$ cat config.mk
export PLATFORM = sky130hd
export DESIGN_NAME = rx_pkt_store
export DESIGN_NICKNAME = d
export VERILOG_FILES = /design/src/rtl/rx_pkt_pkg.sv /design/src/rtl/rx_sfifo.sv /design/src/rtl/rx_pkt_store.sv
export SDC_FILE = /design/constraint.sdc
export NUM_CORES = 2
export LEC_CHECK = 0
export ABC_AREA = 0
export CAP_MARGIN = 20
export CORE_UTILIZATION = 62
export DETAILED_ROUTE_END_ITERATION = 16
export PLACE_DENSITY_LB_ADDON = 0.08
export SYNTH_ARGS = -nofsm -noshare
export SYNTH_HDL_FRONTEND = slang
export SYNTH_SLANG_ARGS = --single-unit
$ cat constraint.sdc
create_clock -name i_clk -period 4.8 [get_ports i_clk]
set_input_delay 0.96 -clock i_clk [delete_from_list [all_inputs] [get_ports i_clk]]
set_output_delay 0.96 -clock i_clk [all_outputs]
set_load 0.01 [all_outputs]
$ cat src/rtl/rx_pkt_pkg.sv
// Shared types and helpers for the RX packet store: word geometry, FSM states and
// the QPSK hard-decision bit mapping.
package rx_pkt_pkg;

    localparam int unsigned SYM_PER_WORD = 16;
    localparam int unsigned WORD_W       = 32;

    typedef enum logic {
        IDLE    = 1'b0,
        CAPTURE = 1'b1
    } state_e;

    // The sign bit is the decision (1 = negative, zero decides 0); returned as {bit_q, bit_i}
    // so it drops straight into a 2-bit symbol slot of the packed word.
    function automatic logic [1:0] hard_bits(input logic sign_i, input logic sign_q);
        return {sign_q, sign_i};
    endfunction

endpackage

$ cat src/rtl/rx_sfifo.sv
// Generic synchronous first-word-fall-through FIFO with registered occupancy count.
module rx_sfifo #(
    parameter int unsigned WIDTH = 33,
    parameter int unsigned DEPTH = 32,
    localparam int unsigned AW   = $clog2(DEPTH),
    localparam int unsigned CW   = $clog2(DEPTH + 1)
) (
    input  logic             clk_i,
    input  logic             rst_ni,
    input  logic             wr_en_i,
    input  logic [WIDTH-1:0] wdata_i,
    input  logic             rd_en_i,
    output logic [WIDTH-1:0] rdata_o,
    output logic             empty_o,
    output logic [CW-1:0]    count_o
);

    logic [WIDTH-1:0] mem_q [DEPTH];
    logic [WIDTH-1:0] mem_d [DEPTH];
    logic [AW-1:0]    wr_ptr_q, wr_ptr_d;
    logic [AW-1:0]    rd_ptr_q, rd_ptr_d;
    logic [CW-1:0]    count_q, count_d;
    logic             full;
    logic             do_wr;
    logic             do_rd;

    assign empty_o = (count_q == '0);
    assign full    = (count_q == CW'(DEPTH));
    assign do_rd   = rd_en_i && !empty_o;
    // A full FIFO still accepts a write when the same edge pops the head.
    assign do_wr   = wr_en_i && (!full || do_rd);
    assign count_o = count_q;
    // Output is forced to zero while empty so stale words never show on the bus.
    assign rdata_o = empty_o ? '0 : mem_q[rd_ptr_q];

    // Next-state for storage, pointers and occupancy.
    always_comb begin
        mem_d    = mem_q;
        wr_ptr_d = wr_ptr_q;
        rd_ptr_d = rd_ptr_q;
        count_d  = count_q;
        if (do_wr) begin
            mem_d[wr_ptr_q] = wdata_i;
            wr_ptr_d        = wr_ptr_q + AW'(1);
        end
        if (do_rd) begin
            rd_ptr_d = rd_ptr_q + AW'(1);
        end
        unique case ({do_wr, do_rd})
            2'b10:   count_d = count_q + CW'(1);
            2'b01:   count_d = count_q - CW'(1);
            default: count_d = count_q;
        endcase
    end

    // State registers, all cleared by the asynchronous reset.
    always_ff @(posedge clk_i or negedge rst_ni) begin
        if (!rst_ni) begin
            for (int unsigned i = 0; i < DEPTH; i++) begin
                mem_q[i] <= '0;
            end
            wr_ptr_q <= '0;
            rd_ptr_q <= '0;
            count_q  <= '0;
        end else begin
            mem_q    <= mem_d;
            wr_ptr_q <= wr_ptr_d;
            rd_ptr_q <= rd_ptr_d;
            count_q  <= count_d;
        end
    end

    a_no_overflow: assert property (@(posedge clk_i) disable iff (!rst_ni)
        !(wr_en_i && full && !rd_en_i));

endmodule

$ cat src/rtl/rx_pkt_store.sv
// RX packet store: hard-decides QPSK symbols, packs 16 per 32-bit word, captures one
// fixed-length packet per admitted frame start and streams the words out over AXI-Stream.
module rx_pkt_store
    import rx_pkt_pkg::*;
#(
    parameter int unsigned SYM_W      = 16,
    parameter int unsigned PKT_SYMS   = 256,
    parameter int unsigned FIFO_DEPTH = 32
) (
    input  logic             i_clk,
    input  logic             i_rstn,
    input  logic             i_en,
    input  logic [SYM_W-1:0] i_sym_i,
    input  logic [SYM_W-1:0] i_sym_q,
    input  logic             i_sym_vld,
    input  logic             i_frame_start,
    output logic [31:0]      o_m_tdata,
    output logic             o_m_tvalid,
    input  logic             i_m_tready,
    output logic             o_m_tlast,
    output logic             o_busy,
    output logic [15:0]      o_pkt_cnt,
    output logic [15:0]      o_drop_cnt
);

    localparam int unsigned WORDS = PKT_SYMS / SYM_PER_WORD;
    localparam int unsigned CNT_W = $clog2(FIFO_DEPTH + 1);
    localparam int unsigned SC_W  = $clog2(PKT_SYMS);

    localparam logic [CNT_W-1:0] DEPTH_C  = CNT_W'(FIFO_DEPTH);
    localparam logic [CNT_W-1:0] WORDS_C  = CNT_W'(WORDS);
    localparam logic [SC_W-1:0]  LAST_SYM = SC_W'(PKT_SYMS - 1);

    state_e            state_q, state_d;
    logic [SC_W-1:0]   sym_cnt_q, sym_cnt_d;
    logic [WORD_W-1:0] pack_q, pack_d;
    logic [15:0]       pkt_cnt_q, pkt_cnt_d;
    logic [15:0]       drop_cnt_q, drop_cnt_d;

    logic              fifo_wr;
    logic [WORD_W:0]   fifo_wdata;
    logic [WORD_W:0]   fifo_rdata;
    logic              fifo_empty;
    logic [CNT_W-1:0]  fifo_count;
    logic [CNT_W-1:0]  free_words;
    logic              start_req;
    logic              admit;
    logic [SC_W-1:0]   sym_base;
    logic [WORD_W-1:0] pack_base;
    logic [3:0]        slot;
    logic              unused_sym;

    // Only the sign bits carry the decision.
    assign unused_sym = ^{i_sym_i[SYM_W-2:0], i_sym_q[SYM_W-2:0]};

    // Admission: a whole packet must fit before capture starts, so no mid-packet overflow.
    assign free_words = DEPTH_C - fifo_count;
    assign start_req  = (state_q == IDLE) && i_frame_start && i_en;
    assign admit      = start_req && (free_words >= WORDS_C);

    // FSM, packer and counters next-state; the start cycle's symbol counts as symbol 0.
    always_comb begin
        state_d    = state_q;
        sym_cnt_d  = sym_cnt_q;
        pack_d     = pack_q;
        pkt_cnt_d  = pkt_cnt_q;
        drop_cnt_d = drop_cnt_q;
        fifo_wr    = 1'b0;
        fifo_wdata = '0;
        sym_base   = admit ? '0 : sym_cnt_q;
        pack_base  = admit ? '0 : pack_q;
        slot       = sym_base[3:0];

        if (start_req && !admit) begin
            drop_cnt_d = drop_cnt_q + 16'd1;
        end
        if (admit) begin
            state_d   = CAPTURE;
            sym_cnt_d = '0;
            pack_d    = '0;
        end

        if ((state_q == CAPTURE || admit) && i_sym_vld) begin
            pack_d                  = pack_base;
            pack_d[{slot, 1'b0} +: 2] = hard_bits(i_sym_i[SYM_W-1], i_sym_q[SYM_W-1]);
            sym_cnt_d               = sym_base + SC_W'(1);
            if (slot == 4'd15) begin
                fifo_wr    = 1'b1;
                fifo_wdata = {(sym_base == LAST_SYM), pack_d};
                pack_d     = '0;
            end
            if (sym_base == LAST_SYM) begin
                state_d   = IDLE;
                sym_cnt_d = '0;
                pkt_cnt_d = pkt_cnt_q + 16'd1;
            end
        end
    end

    // Control and datapath registers.
    always_ff @(posedge i_clk or negedge i_rstn) begin
        if (!i_rstn) begin
            state_q    <= IDLE;
            sym_cnt_q  <= '0;
            pack_q     <= '0;
            pkt_cnt_q  <= '0;
            drop_cnt_q <= '0;
        end else begin
            state_q    <= state_d;
            sym_cnt_q  <= sym_cnt_d;
            pack_q     <= pack_d;
            pkt_cnt_q  <= pkt_cnt_d;
            drop_cnt_q <= drop_cnt_d;
        end
    end

    rx_sfifo #(
        .WIDTH (WORD_W + 1),
        .DEPTH (FIFO_DEPTH)
    ) u_fifo (
        .clk_i   (i_clk),
        .rst_ni  (i_rstn),
        .wr_en_i (fifo_wr),
        .wdata_i (fifo_wdata),
        .rd_en_i (i_m_tready),
        .rdata_o (fifo_rdata),
        .empty_o (fifo_empty),
        .count_o (fifo_count)
    );

    assign o_m_tvalid = !fifo_empty;
    assign o_m_tlast  = fifo_rdata[WORD_W];
    assign o_m_tdata  = fifo_rdata[WORD_W-1:0];
    assign o_busy     = (state_q == CAPTURE);
    assign o_pkt_cnt  = pkt_cnt_q;
    assign o_drop_cnt = drop_cnt_q;

endmodule
==> results.cfg <==
[clocking]
cts_resized = 0
cts_buffers = 117
holdBufCountCts = 0
cts_buffer_depth = 3
cts_setup_buffers = 0
htreeDepth = 3
cts.sinks = 1145
cts_tree = done
cts-root-buf = clkbuf_16
clkSlewWorstSetupHoldPaths_ns = 0.06
clk-insertion-delay-late_ns = 0.69

[detailed_routing]
dr.first_iter.drc_count = 3221
num_vias = 35746
ant_nets = 0
routed_via_density = 6.17
wl_per_cell_um = 23.2
drc = 0
drt-total-wl_um = 134000
drtPass1Iterations = 6

[logic_synthesis]
synth_edf_count = 0
synth_area_leaders = dfrtp_1, mux4_2, nand2_1, o21ai_0, o21ai_1
synth_cell_types = 65
ys.flop_type = dfrtp_1
synth-seq-cells = 1145
synth.most_common_cell = dfrtp_1
yosysWarningCount = 0
syn-cell-area_um2 = 51700
synth_area_per_cell_um2 = 11.0
syn_nets = 4753
async_flop_share_pct = 100
synth_seq_area_share_pct = 55.5
yosys.area.top_type = dfrtp_1
synthTopCellsByCount = dfrtp_1, nand2_1, o21ai_0, o21ai_1, mux4_2
synth_top_area_share_pct = 55.5
syn_inst = 4700

[setup_path]
ff2ff_setup_slack_ns = 0.52
r2r-end = u_fifo.mem_q[581]$_DFFE_PN0P_
r2r_cells = 11
worstSetupStartpointType = flop
path_delay_family = buffers and inverters
r2r_start = u_fifo.count_o[3]$_DFFE_PN0P_
path_cells = buf_4 > mux4_2 > mux2_2 > a21oi_1 > o22ai_1 > clkdlybuf4s50_1
max_stage_delay_ns = 0.76
cp_num_buf_inv = 2
crit_slowest_cell = dfrtp_4
crit_type = flop to output pin
crit_arrival_ns = 3.69
crit_path_end_kind = output pin
path_max_fanout = 21
worstPathRequired_ns = 3.84

[timing]
worst_pin_slew_ns = 1.03
min_period_over_period_pct = 96.9
skew_ns = 0.0271
setup_viol = 0
maxSlewViolCount = 0
fmax_mhz = 215
slew_headroom_pct = 31.1
fin_setup_tns_ns = 0
hold_viol = 0
fin_crit_ns = 4.65
rsz0062_at_grt = false
fin_ws_ns = 0.150

[min_path]
min_path_type = primary input to asynchronous set/reset pin

[die]
dieArea_um2 = 84500
num_rows = 105
die_x_um = 291
core_um2 = 82200
die_y_um = 291
io_pins = 105
initial_core_util_pct = 62.8

[final_layout]
fill_cells = 5998
finish.utilization_pct = 70.4
drive_gt1_share_pct = 17.5
fin_cells = 5795
antenna_cells = 0
syn_to_final_growth_pct = 12.1
nets = 4682

[placed_design]
place_congestion = 0.843
dpl_worst_slack_ns = 0.313
dp.cells = 5579
io_buffers = 74
hpwlAfterDp_um = 83600

[global_route]
grt_max_degree = 136
grt_pass1_vias = 36056
grt_first_pass_wirelength_um = 213000
track_usage_pct = 32.8
antenna_found_initial = 0
grt-ovfl-total = 0

[pwr]
p_leak_nw = 25.1
ir_worst_vdd_mv = 0.384
powerDensity_nw_per_um2 = 423

[outcome]
status = complete, no violations

[flow_run]
max-cap-violations = 0
-- cells in the final DEF (no fill, tap or decap), types with 15 or more instances in the layout --
| cell type | count |
|---|---|
| nand2_1 | 1084 |
| clkinv_2 | 20 |
| ha_1 | 15 |
| clkbuf_1 | 21 |
| nand4_1 | 20 |
| clkbuf_8 | 38 |
| xnor2_1 | 29 |
| inv_1 | 20 |
| mux2_2 | 104 |
| mux4_2 | 264 |
| buf_4 | 140 |
| mux2i_1 | 66 |
| buf_12 | 60 |
| o21ai_0 | 725 |
| dfrtp_1 | 1141 |
| and3_1 | 15 |
| nand3_1 | 28 |
| nand3_4 | 32 |
| o21ai_1 | 316 |
| a21oi_1 | 83 |
| clkbuf_16 | 120 |
| nor2_1 | 100 |
| clkdlybuf4s50_1 | 73 |
| o22ai_1 | 46 |
| xor2_1 | 21 |
-- per-stage QoR --
step	hold slack, ns	area (um2)	power, W
2_1_floorplan	0.444	51700	0.0135
6_report	0.332	57900	0.0245
5_1_grt	0.361	57900	0.0253
4_1_cts	0.337	57900	0.0246
3_3_place_gp	0.456	53800	0.0151
3_5_place_dp	0.461	53800	0.0152
-- registers in the layout, indices dropped and copies added, names as in the netlist --
name             cells
u_fifo.mem_q      1056
o_drop_cnt          16
o_pkt_cnt           16
sym_cnt_q            8
pack_q              32
u_fifo.count_o       6
o_busy               1
u_fifo.wr_ptr_q      5
u_fifo.rd_ptr_q      5
-- worst reg2reg max path, delay by kind of cell, from the launching register on --
| family | cells | cell delay, ns |
|---|---|---|
| and+or+nand+nor | 5 | 2.13 |
| buffers and inverters | 3 | 0.72 |
| DFF | 1 | 0.47 |
| AOI/OAI and AO/OA | 1 | 0.38 |
| muxes | 1 | 0.30 |
| adders and majority gates | 1 | 0.18 |
-- cell families (layout without fill, tap and decap cells) --
family          count (synthesis)  after routing  share of synthesized area [%]
flops                        1145           1145                           55.5
simple gates                 1336           1336                           10.6
fa+ha+maj                      15             15                          0.363
xor+xnor                       50             50                          0.848
mux                           434            434                           15.1
compound gates               1235           1235                           12.6
buf+inv                       485            510                           5.07
-- routing by layer --
| layer | wire length (um) | GRT usage, % | up-vias |
|---|---|---|---|
| li1 | - | - | 16304 |
| met1 | 58300 | 47.3 | 18169 |
| met2 | 64500 | 52.6 | 1032 |
| met3 | 7360 | 4.28 | 241 |
| met4 | 4340 | 10.6 | 0 |
| met5 | 0 | 0 | - |
-- how the worst max path moves through the flow --
| stage | startpoint | to | slack, ns | cells after the start |
|---|---|---|---|---|
| floorplan | u_fifo.count_o[3]$_DFFE_PN0P_ | u_fifo.count_o[4]$_DFFE_PN0P_ | 0.39 | 21 |
| global placement | i_en | u_fifo.count_o[3]$_DFFE_PN0P_ | 0.36 | 16 |
| detailed placement | i_en | u_fifo.count_o[3]$_DFFE_PN0P_ | 0.31 | 16 |
| CTS | u_fifo.count_o[3]$_DFFE_PN0P_ | o_m_tdata[28] | 0.07 | 6 |
| global route | u_fifo.rd_ptr_q[0]$_DFFE_PN0P_ | o_m_tdata[27] | 0.02 | 6 |
| finish | u_fifo.rd_ptr_q[0]$_DFFE_PN0P_ | o_m_tdata[27] | 0.15 | 6 |
-- power by group --
part	leakage, nW	switching (W)	internal [W]
clock	2.04	0.00380	0.00573
sequential	15.9	0.000516	0.00979
combinational	7.11	0.00291	0.00178
-- final cells by class --
cell class | count | area, um2 | share of cell area, %
tap | 1070 | 1340 | 2.31
multi-input combinational | 3070 | 20800 | 35.8
sequential | 1145 | 28700 | 49.5
clock inverter | 36 | 482 | 0.832
clock buffer | 179 | 3600 | 6.22
timing repair buffer | 275 | 3000 | 5.18
inverter | 20 | 75.1 | 0.130
No activity file was read; power rests on OpenSTA's default activity.
